[config.mk]
export PLATFORM = sky130hd
export DESIGN_NAME = syn_fifo_ext
export DESIGN_NICKNAME = d
export VERILOG_FILES = /design/src/rtl/syn_fifo_pkg.sv /design/src/rtl/syn_fifo_ext_mem.sv /design/src/rtl/syn_fifo_ext.sv
export SDC_FILE = /design/constraint.sdc
export NUM_CORES = 1
export LEC_CHECK = 0
export BUFFER_PORTS_ARGS = -buffer_cell sky130_fd_sc_hd__buf_2
export CORE_UTILIZATION = 65
export DETAILED_ROUTE_END_ITERATION = 7
export HOLD_SLACK_MARGIN = 0.08
export MAX_ROUTING_LAYER = met4
export PLACE_DENSITY = 0.83
export SLEW_MARGIN = 10
export SYNTH_ARGS = -nofsm -noshare
export SYNTH_HDL_FRONTEND = slang
export SYNTH_SLANG_ARGS = --single-unit
[constraint.sdc]
create_clock -name clk -period 6.4 [get_ports clk]
set_input_delay 0.64 -clock clk [delete_from_list [all_inputs] [get_ports clk]]
set_output_delay 0.64 -clock clk [all_outputs]
set_load 0.02 [all_outputs]
[src/rtl/syn_fifo_pkg.sv]
// Shared types and helpers for the synchronous FIFO block.
// Read-mode selector and the sticky-flag update rule.
package syn_fifo_pkg;

   typedef enum logic [0:0] {
      FIFO_STD  = 1'b0,
      FIFO_FWFT = 1'b1
   } fifo_mode_e;

   // Sticky flag next value: a set request always beats a clear request.
   function automatic logic sticky_next(input logic set_s, input logic clr_s, input logic cur_s);
      logic nxt_s;
      if (set_s) begin
         nxt_s = 1'b1;
      end else if (clr_s) begin
         nxt_s = 1'b0;
      end else begin
         nxt_s = cur_s;
      end
      return nxt_s;
   endfunction

endpackage

[src/rtl/syn_fifo_ext_mem.sv]
// FIFO storage: DEP x WID array, one synchronous write port, one asynchronous read port.
// The array is intentionally not reset; contents are qualified by the controller's count.
module fifo_mem #(
   parameter int DEP = 16,
   parameter int WID = 32
) (
   input  logic                   clk,
   input  logic                   we,
   input  logic [$clog2(DEP)-1:0] waddr,
   input  logic [WID-1:0]         wdata,
   input  logic [$clog2(DEP)-1:0] raddr,
   output logic [WID-1:0]         rdata
);

   logic [WID-1:0] mem_r [DEP];

   // Synchronous write port.
   always_ff @(posedge clk) begin
      if (we) begin
         mem_r[waddr] <= wdata;
      end
   end

   assign rdata = mem_r[raddr];

endmodule

[src/rtl/syn_fifo_ext.sv]
// Synchronous FIFO controller with standard or first-word-fall-through read mode,
// registered occupancy/threshold flags and sticky overflow/underflow errors.
module syn_fifo_ext
   import syn_fifo_pkg::*;
#(
   parameter int         DEP   = 16,
   parameter int         WID   = 32,
   parameter fifo_mode_e MODE  = FIFO_STD,
   parameter int         AF_TH = DEP - 2,
   parameter int         AE_TH = 2
) (
   input  logic                   clk,
   input  logic                   rst,
   input  logic                   wr_i,
   input  logic [WID-1:0]         wdata,
   input  logic                   rd_i,
   input  logic                   clr_err_i,
   output logic [WID-1:0]         rdata,
   output logic                   full_o,
   output logic                   empty_o,
   output logic                   almost_full_o,
   output logic                   almost_empty_o,
   output logic [$clog2(DEP):0]   count_o,
   output logic                   overflow_o,
   output logic                   underflow_o
);

   localparam int AW = $clog2(DEP);
   localparam int CW = AW + 1;
   localparam logic [AW-1:0] PTR_ONE = AW'(1);
   localparam logic [CW-1:0] CNT_ONE = CW'(1);
   localparam logic [CW-1:0] CNT_ZERO = CW'(0);
   localparam logic [CW-1:0] CNT_DEP = CW'(DEP);
   localparam logic [CW-1:0] CNT_AF = CW'(AF_TH);
   localparam logic [CW-1:0] CNT_AE = CW'(AE_TH);

   logic [AW-1:0]  wr_ptr_r;
   logic [AW-1:0]  rd_ptr_r;
   logic [CW-1:0]  cnt_r;
   logic [CW-1:0]  cnt_nxt_s;
   logic           full_r;
   logic           empty_r;
   logic           af_r;
   logic           ae_r;
   logic           ovf_r;
   logic           unf_r;
   logic [WID-1:0] rdata_r;
   logic [WID-1:0] head_s;
   logic           rd_acc_s;
   logic           wr_acc_s;

   // A write into a full FIFO is only legal when a read frees a slot in the same cycle.
   assign rd_acc_s = rd_i & ~empty_r;
   assign wr_acc_s = wr_i & (~full_r | rd_acc_s);

   fifo_mem #(
      .DEP (DEP),
      .WID (WID)
   ) u_mem (
      .clk   (clk),
      .we    (wr_acc_s),
      .waddr (wr_ptr_r),
      .wdata (wdata),
      .raddr (rd_ptr_r),
      .rdata (head_s)
   );

   // Next occupancy from the accepted-request pair.
   always_comb begin
      cnt_nxt_s = cnt_r;
      case ({wr_acc_s, rd_acc_s})
         2'b10:   cnt_nxt_s = cnt_r + CNT_ONE;
         2'b01:   cnt_nxt_s = cnt_r - CNT_ONE;
         default: cnt_nxt_s = cnt_r;
      endcase
   end

   // Pointers, count and count-derived flags.
   always_ff @(posedge clk or posedge rst) begin
      if (rst) begin
         wr_ptr_r <= {AW{1'b0}};
         rd_ptr_r <= {AW{1'b0}};
         cnt_r    <= CNT_ZERO;
         full_r   <= 1'b0;
         empty_r  <= 1'b1;
         af_r     <= 1'b0;
         ae_r     <= 1'b1;
      end else begin
         if (wr_acc_s) begin
            wr_ptr_r <= wr_ptr_r + PTR_ONE;
         end
         if (rd_acc_s) begin
            rd_ptr_r <= rd_ptr_r + PTR_ONE;
         end
         cnt_r   <= cnt_nxt_s;
         full_r  <= (cnt_nxt_s == CNT_DEP);
         empty_r <= (cnt_nxt_s == CNT_ZERO);
         af_r    <= (cnt_nxt_s >= CNT_AF);
         ae_r    <= (cnt_nxt_s <= CNT_AE);
      end
   end

   // Sticky error flags and the standard-mode read register.
   always_ff @(posedge clk or posedge rst) begin
      if (rst) begin
         ovf_r   <= 1'b0;
         unf_r   <= 1'b0;
         rdata_r <= {WID{1'b0}};
      end else begin
         ovf_r <= sticky_next(wr_i & ~wr_acc_s, clr_err_i, ovf_r);
         unf_r <= sticky_next(rd_i & ~rd_acc_s, clr_err_i, unf_r);
         if (rd_acc_s) begin
            rdata_r <= head_s;
         end
      end
   end

   // In FWFT mode the head is forced to zero while empty so reset presents a defined value.
   assign rdata          = (MODE == FIFO_FWFT) ? (empty_r ? {WID{1'b0}} : head_s) : rdata_r;
   assign full_o         = full_r;
   assign empty_o        = empty_r;
   assign almost_full_o  = af_r;
   assign almost_empty_o = ae_r;
   assign count_o        = cnt_r;
   assign overflow_o     = ovf_r;
   assign underflow_o    = unf_r;

endmodule

==> impl_metrics.py <==
metrics = {
    "die": {
        "initial_core_util_pct": 66.5,
        "fp.dieH_um": 185,
        "die_w_um": 185,
        "fp-row-count": 66,
        "io_pins": 80,
        "core_um2": 32800,
        "fp.dieArea_um2": 34300,
    },
    "clock_tree": {
        "clock_sinks": 563,
        "cts_resized": 0,
        "numCtsBuffers": 53,
        "cts_tree": "built",
        "cts_max_path_buffers": 3,
        "cts.hold.buffers_added": 0,
        "clk_latency_ns": 0.56,
        "root_buffer": "clkbuf_16",
        "post_cts_buffers": 0,
        "clkTransAtPathRegs_ns": 0.06,
        "htreeDepth": 2,
    },
    "sta": {
        "slew_headroom_pct": 18.7,
        "rsz0062_at_grt": "false",
        "setup_slack_ns": 3.02,
        "setup_viol": 0,
        "hold_viol_final": 0,
        "finClkSkew_ns": 0.0159,
        "tightest_slew_ns": 1.22,
        "drv_slew": 0,
        "finalCritPeriodShare_pct": 52.8,
        "setup_tns_ns": 0,
        "fmax_mhz": 296,
        "min_period_ns": 3.38,
    },
    "grt": {
        "grt_pass1_wl_um": 68800,
        "antenna_found_initial": 1,
        "track_usage_pct": 28.8,
        "grt_max_degree": 68,
        "grt.overflow.total": 0,
        "grt_pass1_vias": 11500,
    },
    "cells_and_area": {
        "n_fill_cell": 1742,
        "nNetsFinal": 1254,
        "stdcell_area_um2": 24300,
        "synthToLayoutAreaGrowth_pct": 11.4,
        "utilization_pct": 74.1,
        "drive_above_1_share_pct": 23.8,
    },
    "placement": {
        "place_congestion": 0.793,
        "post-dp-hpwl_um": 24100,
        "io_buffers": 79,
        "dpl_cell_area_um2": 22700,
        "dpl_worst_slack_ns": 2.76,
    },
    "worst_setup_path": {
        "start_kind": "register",
        "arrival_ns": 3.84,
        "crit_required_ns": 6.86,
        "cp-end-kind": "register",
        "crit_type": "register to register",
        "worstPathMaxFanout": 9,
    },
    "power": {
        "p_per_area_nw_per_um2": 451,
        "vdd_drop_max_mv": 0.371,
        "leakage_nw": 8.17,
    },
    "logic_synthesis": {
        "async_reset_ff_share_pct": 9.06,
        "ys_seq_area_share_pct": 76.4,
        "ys.flop_type": "edfxtp_1",
        "synth_fp_nets": 1164,
        "yosysWarnings": 0,
        "avgSynthCellArea_um2": 19.5,
        "synth_edf_count": 512,
        "synth_top_area_share_pct": 70.5,
        "ys_ff_latch": 563,
        "synth_area_leaders": "edfxtp_1, mux4_2, dfrtp_1",
        "yosys.area.top_type": "edfxtp_1",
        "yosysUniqueCellTypes": 46,
        "synthesis.instances": 1119,
        "syn_area_um2": 21800,
    },
    "detailed_routing": {
        "dr.pass1.iters": 5,
        "wl_per_cell_um": 27.1,
        "drt-vias-per-instance": 6.56,
        "drc": 0,
        "num_vias": 11100,
        "drtIter0Drc": 1120,
        "routed_wl_um": 45800,
        "ant_nets": 0,
    },
    "hold_path": {
        "hp-class": "input port to register",
    },
    "flow_run": {
        "drv_cap": 0,
    },
    "outcome": {
        "outcome": "completed",
    },
}
==> power breakdown <==
| group | switching (mW) | leakage (nW) | internal (mW) |
|---|---|---|---|
| combinational | 1.75 | 2.17 | 1.31 |
| sequential | 0.461 | 5.21 | 4.52 |
| clock | 1.27 | 0.790 | 1.66 |
==> logic make-up (layout without fill, tap and decap cells) <==
family	Yosys count	in the layout	share of synthesized area, %
flip-flops	563	563	76.4
adder cells (fa/ha/maj)	8	8	0.459
AND/OR/NAND/NOR	122	122	2.46
multiplexers	210	210	14.4
XOR/XNOR	11	11	0.442
buffers and inverters	76	208	1.80
other	0	1	0
AO/OA/AOI/OAI	129	129	4.03
==> Yosys cell counts, types with 2 or more instances <==
| cell | count |
|---|---|
| o21ai_0 | 5 |
| ha_1 | 8 |
| a22oi_1 | 34 |
| buf_4 | 7 |
| mux2_2 | 26 |
| xnor2_1 | 8 |
| mux2i_1 | 105 |
| a221oi_1 | 11 |
| clkbuf_1 | 21 |
| buf_6 | 6 |
| nand2_1 | 26 |
| mux4_2 | 73 |
| inv_2 | 2 |
| and2_1 | 3 |
| buf_2 | 29 |
| dfrtp_1 | 49 |
| nor2b_1 | 4 |
| a31oi_1 | 21 |
| nor3b_1 | 2 |
| buf_1 | 2 |
| mux4_1 | 6 |
| inv_1 | 9 |
| dfstp_2 | 2 |
| nand3_1 | 5 |
| xor2_1 | 3 |
| nand2b_1 | 5 |
| a21oi_1 | 35 |
| nor3_1 | 5 |
| o22a_1 | 15 |
| edfxtp_1 | 512 |
| nor2_1 | 65 |
==> flip-flops by register name (all words and copies together), names as in the netlist <==
signal and count:
full_o 1, u_mem.mem_r 512, overflow_o 1, almost_full_o 1, almost_empty_o 1, empty_o 1, underflow_o 1, rdata 32
wr_ptr_r 4, count_o 5, rd_ptr_r 4
==> cell type report <==
type | instances | area, um^2 | area share, %
timing repair buffer | 100 | 566 | 2.33
clock buffer | 80 | 1470 | 6.04
inverter | 11 | 41.3 | 0.170
tap | 442 | 553 | 2.28
antenna | 1 | 2.50 | 0.0103
sequential | 563 | 16700 | 68.6
clock inverter | 17 | 135 | 0.556
multi-input combinational | 480 | 4870 | 20.0
==> final timing paths <==
path                            slack (ns)              to  depth (start not counted)  startpoint
worst max-delay path                  3.02  almost_empty_o                         11     empty_o
worst min-delay path                  0.28      overflow_o                          2   clr_err_i
worst max register to register        3.02  almost_empty_o                         11     empty_o
worst min register to register        0.52      overflow_o                          2  overflow_o
max in group asynchronous             5.51     rd_ptr_r[0]                          3         rst
min in group asynchronous             0.31       rdata[27]                          3         rst
==> routing by layer <==
layer | GRT usage (%) | part of all wire, % | vias up | wire length, um
met5 | - | 0 | - | 0
met4 | 10.9 | 3.1 | 0 | 1440
met3 | 5.72 | 8.7 | 104 | 3990
li1 | - | - | 4683 | -
met1 | 37.2 | 38 | 5680 | 17500
met2 | 45.9 | 50 | 644 | 22900
==> through the flow <==
| step | total power, mW | hold slack, ns | std cells |
|---|---|---|---|
| final | 11.0 | 0.285 | 1694 |
| after CTS | 11.0 | 0.261 | 1693 |
| after detailed placement | 8.04 | 0.512 | 1596 |
| after global routing | 11.4 | 0.270 | 1694 |
| after floorplan | 7.14 | 0.543 | 1119 |
| after global placement | 7.92 | 0.505 | 1596 |
==> critical path, cell delays in order, from the launching register on <==
cell	delay, ns
dfstp_2	0.37
nand2b_1	0.22
a21boi_1	0.69
inv_1	0.16
ha_1	0.32
xor2_1	0.19
ha_1	0.22
nor3b_1	0.14
o32ai_1	0.36
xnor2_1	0.23
nand3_1	0.16
a211oi_1	0.24
==> placed cells by master, fill, tap and decap left out, drive strengths merged, types with 2 or more instances in the layout <==
cell type,Yosys,routed
mux4,79,79
and2,3,3
o21ai,5,5
nor3b,2,2
nor2,66,66
nand3,5,5
buf,44,100
mux2,26,26
ha,8,8
edfxtp,512,512
nor3,5,5
a22oi,34,34
nand2,26,26
o22a,15,15
dfrtp,49,49
clkinv,0,14
nor2b,4,4
a21oi,35,35
xor2,3,3
a31oi,21,21
dfstp,2,2
mux2i,105,105
clkbuf,21,80
a221oi,11,11
xnor2,8,8
nand2b,5,5
inv,11,12
or4b,2,2
bufinv,0,2
No activity file was read; power rests on OpenSTA's default activity.
